**src/rtl/vga_sync_gen_pkg.sv**
```systemverilog
// Shared raster timing constants for the VGA sync generator (default 640x480 @ 60 Hz).
package vga_timing_pkg;

    localparam int COORD_W = 10;

    localparam int DEF_CLK_DIV   = 4;
    localparam int DEF_H_DISPLAY = 640;
    localparam int DEF_H_FRONT   = 16;
    localparam int DEF_H_SYNC    = 96;
    localparam int DEF_H_BACK    = 48;
    localparam int DEF_V_DISPLAY = 480;
    localparam int DEF_V_FRONT   = 10;
    localparam int DEF_V_SYNC    = 2;
    localparam int DEF_V_BACK    = 33;

    localparam int H_TOTAL = DEF_H_DISPLAY + DEF_H_FRONT + DEF_H_SYNC + DEF_H_BACK;
    localparam int V_TOTAL = DEF_V_DISPLAY + DEF_V_FRONT + DEF_V_SYNC + DEF_V_BACK;

    // SYNC_POL encoding: the level a sync output takes while active
    localparam bit SYNC_ACTIVE_LOW  = 1'b0;
    localparam bit SYNC_ACTIVE_HIGH = 1'b1;

    function automatic logic sync_level(input bit pol, input logic active);
        return active ? pol : ~pol;
    endfunction

endpackage

```
**src/rtl/vga_sync_gen_if.sv**
```systemverilog
// Raster timing bundle driven by vga_sync_gen; frame_count exists only with VGA_FRAME_COUNT_EN.
interface vga_sync_gen_if;
    import vga_timing_pkg::*;

    logic [COORD_W-1:0] HCount;
    logic [COORD_W-1:0] VCount;
    logic               hsync;
    logic               vsync;
    logic               video_on;
    logic               pixel_tick;
    logic               line_start;
    logic               frame_start;
`ifdef VGA_FRAME_COUNT_EN
    logic [7:0]         frame_count;
`endif

    modport master (
        output HCount, VCount, hsync, vsync, video_on, pixel_tick, line_start, frame_start
`ifdef VGA_FRAME_COUNT_EN
        , output frame_count
`endif
    );

    modport slave (
        input HCount, VCount, hsync, vsync, video_on, pixel_tick, line_start, frame_start
`ifdef VGA_FRAME_COUNT_EN
        , input frame_count
`endif
    );

endinterface

```
**src/rtl/vga_sync_gen_tick.sv**
```systemverilog
// Pixel clock-enable divider: pixel_tick is high on the last phase of each CLK_DIV-cycle period.
module pixel_tick_gen #(
    parameter int CLK_DIV = 4
) (
    input  logic clk,
    input  logic reset,
    output logic pixel_tick
);

    localparam int DIV_W = (CLK_DIV > 1) ? $clog2(CLK_DIV) : 1;
    localparam logic [DIV_W-1:0] DIV_LAST = DIV_W'(CLK_DIV - 1);

    generate
        if (CLK_DIV < 1) begin : g_bad_div
            $error("pixel_tick_gen: CLK_DIV must be >= 1");
        end
    endgenerate

    logic [DIV_W-1:0] r_div;

    // With CLK_DIV=1 the counter sits at 0 == DIV_LAST, so the tick is constant.
    always_ff @(posedge clk) begin
        if (reset)
            r_div <= '0;
        else if (pixel_tick)
            r_div <= '0;
        else
            r_div <= r_div + 1'b1;
    end

    assign pixel_tick = (r_div == DIV_LAST);

endmodule

```
**src/rtl/vga_sync_gen.sv**
```systemverilog
// VGA raster counter and sync generator. Optional frame counter output under VGA_FRAME_COUNT_EN.
module vga_sync_gen
    import vga_timing_pkg::*;
#(
    parameter int CLK_DIV   = DEF_CLK_DIV,
    parameter int H_DISPLAY = DEF_H_DISPLAY,
    parameter int H_FRONT   = DEF_H_FRONT,
    parameter int H_SYNC    = DEF_H_SYNC,
    parameter int H_BACK    = DEF_H_BACK,
    parameter int V_DISPLAY = DEF_V_DISPLAY,
    parameter int V_FRONT   = DEF_V_FRONT,
    parameter int V_SYNC    = DEF_V_SYNC,
    parameter int V_BACK    = DEF_V_BACK,
    parameter bit SYNC_POL  = SYNC_ACTIVE_LOW
) (
    input  logic           clk,
    input  logic           reset,
    vga_sync_gen_if.master vga
);

    localparam int HT = H_DISPLAY + H_FRONT + H_SYNC + H_BACK;
    localparam int VT = V_DISPLAY + V_FRONT + V_SYNC + V_BACK;
    localparam int HS_LO = H_DISPLAY + H_FRONT;
    localparam int HS_HI = H_DISPLAY + H_FRONT + H_SYNC - 1;
    localparam int VS_LO = V_DISPLAY + V_FRONT;
    localparam int VS_HI = V_DISPLAY + V_FRONT + V_SYNC - 1;
    localparam logic [COORD_W-1:0] H_LAST = COORD_W'(HT - 1);
    localparam logic [COORD_W-1:0] V_LAST = COORD_W'(VT - 1);

    generate
        if (HT > 1024 || VT > 1024) begin : g_bad_total
            $error("vga_sync_gen: H_TOTAL and V_TOTAL must be <= 1024");
        end
    endgenerate

    logic               w_tick;
    logic [COORD_W-1:0] w_h_nxt;
    logic [COORD_W-1:0] w_v_nxt;

    logic [COORD_W-1:0] r_h;
    logic [COORD_W-1:0] r_v;
    logic               r_hs;
    logic               r_vs;
    logic               r_vid;
    logic               r_ls;
    logic               r_fs;

    pixel_tick_gen #(.CLK_DIV(CLK_DIV)) u_tick (
        .clk        (clk),
        .reset      (reset),
        .pixel_tick (w_tick)
    );

    always_comb begin
        w_h_nxt = (r_h == H_LAST) ? '0 : r_h + 1'b1;
        w_v_nxt = r_v;
        if (r_h == H_LAST)
            w_v_nxt = (r_v == V_LAST) ? '0 : r_v + 1'b1;
    end

    // Decodes are taken from the next coordinates so every output matches the counters it lands with.
    always_ff @(posedge clk) begin
        if (reset) begin
            r_h   <= '0;
            r_v   <= '0;
            r_hs  <= sync_level(SYNC_POL, 1'b0);
            r_vs  <= sync_level(SYNC_POL, 1'b0);
            r_vid <= 1'b0;
            r_ls  <= 1'b0;
            r_fs  <= 1'b0;
        end else begin
            r_ls <= 1'b0;
            r_fs <= 1'b0;
            if (w_tick) begin
                r_h   <= w_h_nxt;
                r_v   <= w_v_nxt;
                r_hs  <= sync_level(SYNC_POL, int'(w_h_nxt) >= HS_LO && int'(w_h_nxt) <= HS_HI);
                r_vs  <= sync_level(SYNC_POL, int'(w_v_nxt) >= VS_LO && int'(w_v_nxt) <= VS_HI);
                r_vid <= (int'(w_h_nxt) < H_DISPLAY) && (int'(w_v_nxt) < V_DISPLAY);
                r_ls  <= (w_h_nxt == '0);
                r_fs  <= (w_h_nxt == '0) && (w_v_nxt == '0);
            end
        end
    end

`ifdef VGA_FRAME_COUNT_EN
    logic [7:0] r_fc;

    always_ff @(posedge clk) begin
        if (reset)
            r_fc <= '0;
        else if (w_tick && w_h_nxt == '0 && w_v_nxt == '0)
            r_fc <= r_fc + 1'b1;
    end

    assign vga.frame_count = r_fc;
`endif

    assign vga.HCount      = r_h;
    assign vga.VCount      = r_v;
    assign vga.hsync       = r_hs;
    assign vga.vsync       = r_vs;
    assign vga.video_on    = r_vid;
    assign vga.pixel_tick  = w_tick;
    assign vga.line_start  = r_ls;
    assign vga.frame_start = r_fs;

endmodule
```
**src/flat_wrapper.sv**
```systemverilog
// flat-port wrapper written by rule: the top's interface ports become plain ports
module vga_sync_gen_flat import vga_timing_pkg::*;
#(
    parameter int CLK_DIV   = DEF_CLK_DIV,
    parameter int H_DISPLAY = DEF_H_DISPLAY,
    parameter int H_FRONT   = DEF_H_FRONT,
    parameter int H_SYNC    = DEF_H_SYNC,
    parameter int H_BACK    = DEF_H_BACK,
    parameter int V_DISPLAY = DEF_V_DISPLAY,
    parameter int V_FRONT   = DEF_V_FRONT,
    parameter int V_SYNC    = DEF_V_SYNC,
    parameter int V_BACK    = DEF_V_BACK,
    parameter bit SYNC_POL  = SYNC_ACTIVE_LOW
)
  (clk, reset, vga_HCount, vga_VCount, vga_hsync, vga_vsync, vga_video_on, vga_pixel_tick, vga_line_start, vga_frame_start);
  vga_sync_gen_if vga_i ();
  input  logic clk;
  input  logic reset;
  output wire logic [$bits(vga_i.HCount)-1:0] vga_HCount;
  output wire logic [$bits(vga_i.VCount)-1:0] vga_VCount;
  output wire logic [$bits(vga_i.hsync)-1:0] vga_hsync;
  output wire logic [$bits(vga_i.vsync)-1:0] vga_vsync;
  output wire logic [$bits(vga_i.video_on)-1:0] vga_video_on;
  output wire logic [$bits(vga_i.pixel_tick)-1:0] vga_pixel_tick;
  output wire logic [$bits(vga_i.line_start)-1:0] vga_line_start;
  output wire logic [$bits(vga_i.frame_start)-1:0] vga_frame_start;
  assign vga_HCount = vga_i.HCount;
  assign vga_VCount = vga_i.VCount;
  assign vga_hsync = vga_i.hsync;
  assign vga_vsync = vga_i.vsync;
  assign vga_video_on = vga_i.video_on;
  assign vga_pixel_tick = vga_i.pixel_tick;
  assign vga_line_start = vga_i.line_start;
  assign vga_frame_start = vga_i.frame_start;
  vga_sync_gen #(.CLK_DIV(CLK_DIV), .H_DISPLAY(H_DISPLAY), .H_FRONT(H_FRONT), .H_SYNC(H_SYNC), .H_BACK(H_BACK), .V_DISPLAY(V_DISPLAY), .V_FRONT(V_FRONT), .V_SYNC(V_SYNC), .V_BACK(V_BACK), .SYNC_POL(SYNC_POL)) u_core (.clk(clk), .reset(reset), .vga(vga_i));
endmodule
```
**config.mk**
```make
export PLATFORM = sky130hd
export DESIGN_NAME = vga_sync_gen_flat
export DESIGN_NICKNAME = d
export VERILOG_FILES = /design/src/rtl/vga_sync_gen_pkg.sv /design/src/rtl/vga_sync_gen_if.sv /design/src/rtl/vga_sync_gen_tick.sv /design/src/rtl/vga_sync_gen.sv /design/src/flat_wrapper.sv
export SDC_FILE = /design/constraint.sdc
export NUM_CORES = 1
export LEC_CHECK = 0
export ABC_CLOCK_PERIOD_IN_PS = 5450
export CORE_MARGIN = 5
export CORE_UTILIZATION = 29
export CTS_BUF_LIST = sky130_fd_sc_hd__clkbuf_8 sky130_fd_sc_hd__clkbuf_16
export CTS_CLUSTER_SIZE = 8
export DETAILED_ROUTE_END_ITERATION = 8
export PLACE_DENSITY = 0.51
export SKIP_CTS_REPAIR_TIMING = 1
export SYNTH_ARGS = -nofsm -noshare
export SYNTH_HDL_FRONTEND = slang
export SYNTH_SLANG_ARGS = --single-unit
```
**constraint.sdc**
```tcl
create_clock -name clk -period 5.45 [get_ports clk]
set_input_delay 0.545 -clock clk [delete_from_list [all_inputs] [get_ports clk]]
set_output_delay 0.545 -clock clk [all_outputs]
set_load 0.03 [all_outputs]
```
### Word-level counts from Yosys, hierarchy flattened

Cells that the tools add are included.
Widths: inputs -> output; s select.

* add/subtract/negate cells: 3
* $lt $le $gt $ge: 6
* equality and inequality tests: 3
* multiplexer cells: 5
* bitwise logic cells: 1
* reduce and logical (&&, ||, !) cells: 8

Operators by type and width (count)
* $mux 10: 3
* $add 10x1->10 const B: 2
* $eq 10x10->1 const B: 2
* $logic_not 10->1: 2
* $ge 10x10->1 const B: 1
* $ge 10x9->1 const B: 1
* $le 10x10->1 const B: 1
* $le 10x9->1 const B: 1
* $lt 10x10->1 const B: 1
* $lt 10x9->1 const B: 1
* $logic_and 1x1->1: 4
* $reduce_or 2->1: 2
* $add 2x1->2 const B: 1
* $eq 2x2->1 const B: 1
* $mux 1: 2
* $not 1->1: 1

* flip-flop bits (word level): 27
* output and inout bits: 26
* logic and storage cells: 34

### Depth between registers and ports, before layout

* depth in word-level cells: 6
* gate-level depth with buffers: 9
* gate-level depth less buffers: 8

### By module

From an unflattened synthesis, not the netlist that was laid out.

* cells, all modules: 227
* area, all modules: 1730.4 µm²

Modules (own cells, without submodules)
* vga_sync_gen: times used 1, cells each 222, area each 1655.3 µm²
* pixel_tick_gen: times used 1, cells each 5, area each 75.1 µm²

### Worst setup path after synthesis

Ideal clock, no wire load.

* path kind: register to register
* start point: register u_core.r_h[0] (netlist: u_core.vga.HCount[0])
* end point: register u_core.r_v[4] (netlist: u_core.vga.VCount[4])
* arrival time: 2004 ps
* required time: 5379 ps
* setup slack: 3375 ps
* cell stages (with the launch flop): 8
* path buffers: 1
* clock period less this slack: 2075 ps
* cell sequence: dfxtp_1 -> ha_1 -> and4_4 -> and3_1 -> buf_6 -> nand3_2 -> or4_1 -> a21oi_1

* cells in the longest elaborated chain, start to end: 2

RTL lines
* start: declaration: RTL line vga_sync_gen.sv:40 `logic [COORD_W-1:0] r_h;`
* start signal: assignment: RTL line vga_sync_gen.sv:75 `r_h <= w_h_nxt;`
* $eq 10x10->1: RTL line vga_sync_gen.sv:57 `if (r_h == H_LAST)`
* $mux 10: RTL line vga_sync_gen.sv:57
* end signal: assignment: RTL line vga_sync_gen.sv:76 `r_v <= w_v_nxt;`
* end: declaration: RTL line vga_sync_gen.sv:41 `logic [COORD_W-1:0] r_v;`

No other way between the ends.
A chain may end at the register's enable or synchronous reset.

### Worst setup path in the final report

* start point: register u_core.r_h[0] (netlist: u_core.vga.HCount[0])
* end point: register u_core.r_vs (netlist: u_core.vga.vsync)

* cells in the longest elaborated chain, start to end: 5
* elaborated cells on any way between the ends: 6

RTL lines
* $eq 10x10->1 *: RTL line vga_sync_gen.sv:57
* $mux 10 *: RTL line vga_sync_gen.sv:57
* $ge 10x9->1 / $le 10x9->1 (equally long branches): RTL line vga_sync_gen.sv:78 `r_vs <= sync_level(SYNC_POL, int'(w_v_nxt) >= VS_LO && int'(w_v_nxt) <= VS_HI);`
* $logic_and 1x1->1 *: RTL line vga_sync_gen.sv:78
* $mux 1 *: RTL line vga_sync_gen_pkg.sv:24 `return active ? pol : ~pol;`
* end signal: assignment: RTL line vga_sync_gen.sv:67 `r_vs <= sync_level(SYNC_POL, 1'b0);`
* end signal: assignment: RTL line vga_sync_gen.sv:78
* end: declaration: RTL line vga_sync_gen.sv:43 `logic r_vs;`

Every way passes the cells marked *; elsewhere a longest branch is shown, timed or not.

==> reports/qor.csv <==
metric;value;unit
Diodes inserted;0;
post-synthesis compound-gate area fraction;0.168;
mux share of post-synthesis cell area;0.0169;
H-tree levels;1;
TritonCTS clock tree;built;
Final WS setup;3.07;ns
vias in the first global route;1557;
DIE WIDTH;88.3;um
Worst Max-Slew Pin Slew;0.638;ns
full die area;7790;um^2
Synth Flop Type;dfxtp_1;
Nets;252;
site row count;28;
Adder-Cell Fraction of Synth Area;0.0352;
vias per std cell;5.19;
post-route antenna net violation count;0;
hpwl dp;3.18;mm
Startpoint Class;register;
worst-path fanout max;17;
Worst Setup End Kind;register;
Final Cell Area;2100;um^2
first-pass GRT wire length;7.59;mm
min-delay worst type;reg2reg;
Pleak;0.727;nW
CP Class;reg2reg;
Synth area leader;dfxtp_1;
synthesized area;1780;um^2
CP Data Required Time;5.61;ns
via count;1655;
Storage cell area;541;um^2
1st-iter DRT viols;58;
initial core utilization;0.298;
Post-synth EDFFs;0;
synth warn;0;
final setup fails;0;
XOR/XNOR Fraction of Synth Area;0.0887;
# fillers;653;
clock sink count;27;
Achievable Freq;420;MHz
area occupied by multi-input gates;1100;um^2
main area contributors after synthesis;dfxtp_1, nor2_1, xnor2_1;
port bufs;27;
Hold Slack;0.432;ns
Avg Cell Area, Syn;7.76;um^2
outcome;completed;
largest net degree at the start of global routing;26;
Clock transition at path regs;0.10;ns
final wirelength;4.52;mm
Final Cycle Share;0.437;
main combinational cell family by area after synthesis;simple AND/OR/NAND/NOR gates;
clock skew;0.00668;ns
Pwr Density;169;nW/um^2
Max Slew Vio Count;0;
Ports;28;
#FFs+latches synth;27;
layout cell share with drive strength beyond 1;0.0738;
Synth Area in Simple Gates;0.311;
Area growth syn-to-layout;18.0;%
GR Util All Layers;0.121;
Worst-Skew Late Latency;0.28;ns
CP max stage cell;and3_1;
Post-DP Area;2050;um^2
Tot Pwr;0.000354;W
Place WS;2.98;ns
slew margin rel.;0.575;
DR pass1 iterations;4;
Final min period;2.38;ns
RSZ-0062 raised after global routing;no;
core footprint;5960;um^2
die height;88.3;um
Yosys top cell area share;0.304;
wire length per cell;14.2;um
post-synthesis sequential area ratio;0.304;
CTS Root Cell;clkbuf_8;
CP max stage delay;0.57;ns
maxcap violations;0;
Remaining Overflow, GRT;0;
FFs w/ async S/R, synth;0;
Arrival @ worst endpoint;2.54;ns
TNS Setup;0;ns
library cells used by synthesis;47;
total CTS buffers;3;
Remaining DRCs;0;
Final Hold Fails;0;
CTS Buffer Depth;2;
gpl congestion;0.833;
Net Count, Synth;236;
Max VDD drop;0.0000909;V
initial antenna violation count;0;
worst-path cell chain;ha_1, and4_4, and3_1, nand2_1, xor2_1, a211oi_2, a31oi_1;
Synth Instances;229;
## stage by stage
stage,cells,utilization
after floorplan,229,-
after global placement,315,0.345
after detailed placement,315,0.345
after CTS,319,0.352
after global routing,319,0.352
final,319,0.352
## registers in the layout (all words and copies together) (netlist names)
name	cells
u_core.u_tick.r_div	2
u_core.vga.hsync	1
u_core.vga.frame_start	1
u_core.vga.vsync	1
u_core.vga.VCount	10
u_core.vga.line_start	1
u_core.vga.HCount	10
u_core.vga.video_on	1
## worst paths after layout
check	startpoint	cells past startpoint	slack (ns)	end
hold / removal	u_core.u_tick.r_div[0]	1	0.43	u_core.u_tick.r_div[0]
hold reg to reg	u_core.u_tick.r_div[0]	1	0.43	u_core.u_tick.r_div[0]
setup reg to reg	u_core.vga.HCount[0]	7	3.07	u_core.vga.vsync
setup / recovery	u_core.vga.HCount[0]	7	3.07	u_core.vga.vsync
## synthesized netlist by cell type, types with 4 or more instances
| cell type | n |
|---|---|
| nor2_1 | 32 |
| dfxtp_1 | 27 |
| nand2_1 | 19 |
| a21oi_1 | 13 |
| o21ai_0 | 10 |
| xnor2_1 | 9 |
| xor2_1 | 9 |
| and3_1 | 8 |
| clkbuf_1 | 8 |
| inv_1 | 8 |
| nand3_1 | 8 |
| nor3_1 | 8 |
| a31oi_1 | 7 |
| buf_2 | 5 |
| ha_1 | 5 |
| nand4_1 | 4 |
## final cells by class
class | instances | share of cell area
timing repair buffer | 29 | 0.136
sequential | 27 | 0.258
clock buffer | 3 | 0.0197
tap | 75 | 0.0447
multi-input combinational | 176 | 0.526
clock inverter | 1 | 0.00179
inverter | 8 | 0.0143
## kinds of logic (layout without fill, tap and decap cells)
family,after synthesis,count (layout)
flops,27,27
simple gates,103,103
mux,3,3
buf+inv,26,41
fa+ha+maj,5,5
compound gates,47,47
xor+xnor,18,18
## critical path, delay by kind of cell, from the launching register on
family / cells / cell delay [ns]
fa+ha+maj: 1 / 0.29
simple gates: 3 / 0.98
flops: 1 / 0.43
xor+xnor: 1 / 0.18
compound gates: 2 / 0.37
## report_power, final
part / leakage [nW] / internal (W) / total (W) / switching, W
logic: 0.482 / 0.0000116 / 0.0000291 / 0.0000175
registers: 0.218 / 0.000201 / 0.000205 / 0.00000374
clock network: 0.0269 / 0.0000507 / 0.000120 / 0.0000690
## per-layer routing
metal	GRT usage	wire length [um]	up-vias	share of wire
met5	0	0	-	0
met4	0.0206	33	0	0.0073
met3	0.0261	170	4	0.038
met2	0.199	2050	28	0.45
met1	0.166	2260	792	0.50
li1	-	-	831	-
## cells in the final DEF (no fill, tap or decap), types with 3 or more instances in the layout
cell,instances
a211oi_1,3
a21oi_1,13
a31oi_1,7
and2_1,3
and3_1,8
clkbuf_8,3
clkdlybuf4s50_1,27
dfxtp_1,27
ha_1,5
inv_1,9
mux2i_1,3
nand2_1,19
nand3_1,8
nand3b_1,3
nand4_1,4
nor2_1,32
nor3_1,8
o21ai_0,10
xnor2_1,9
xor2_1,9
No activity file was read; power rests on OpenSTA's default activity.
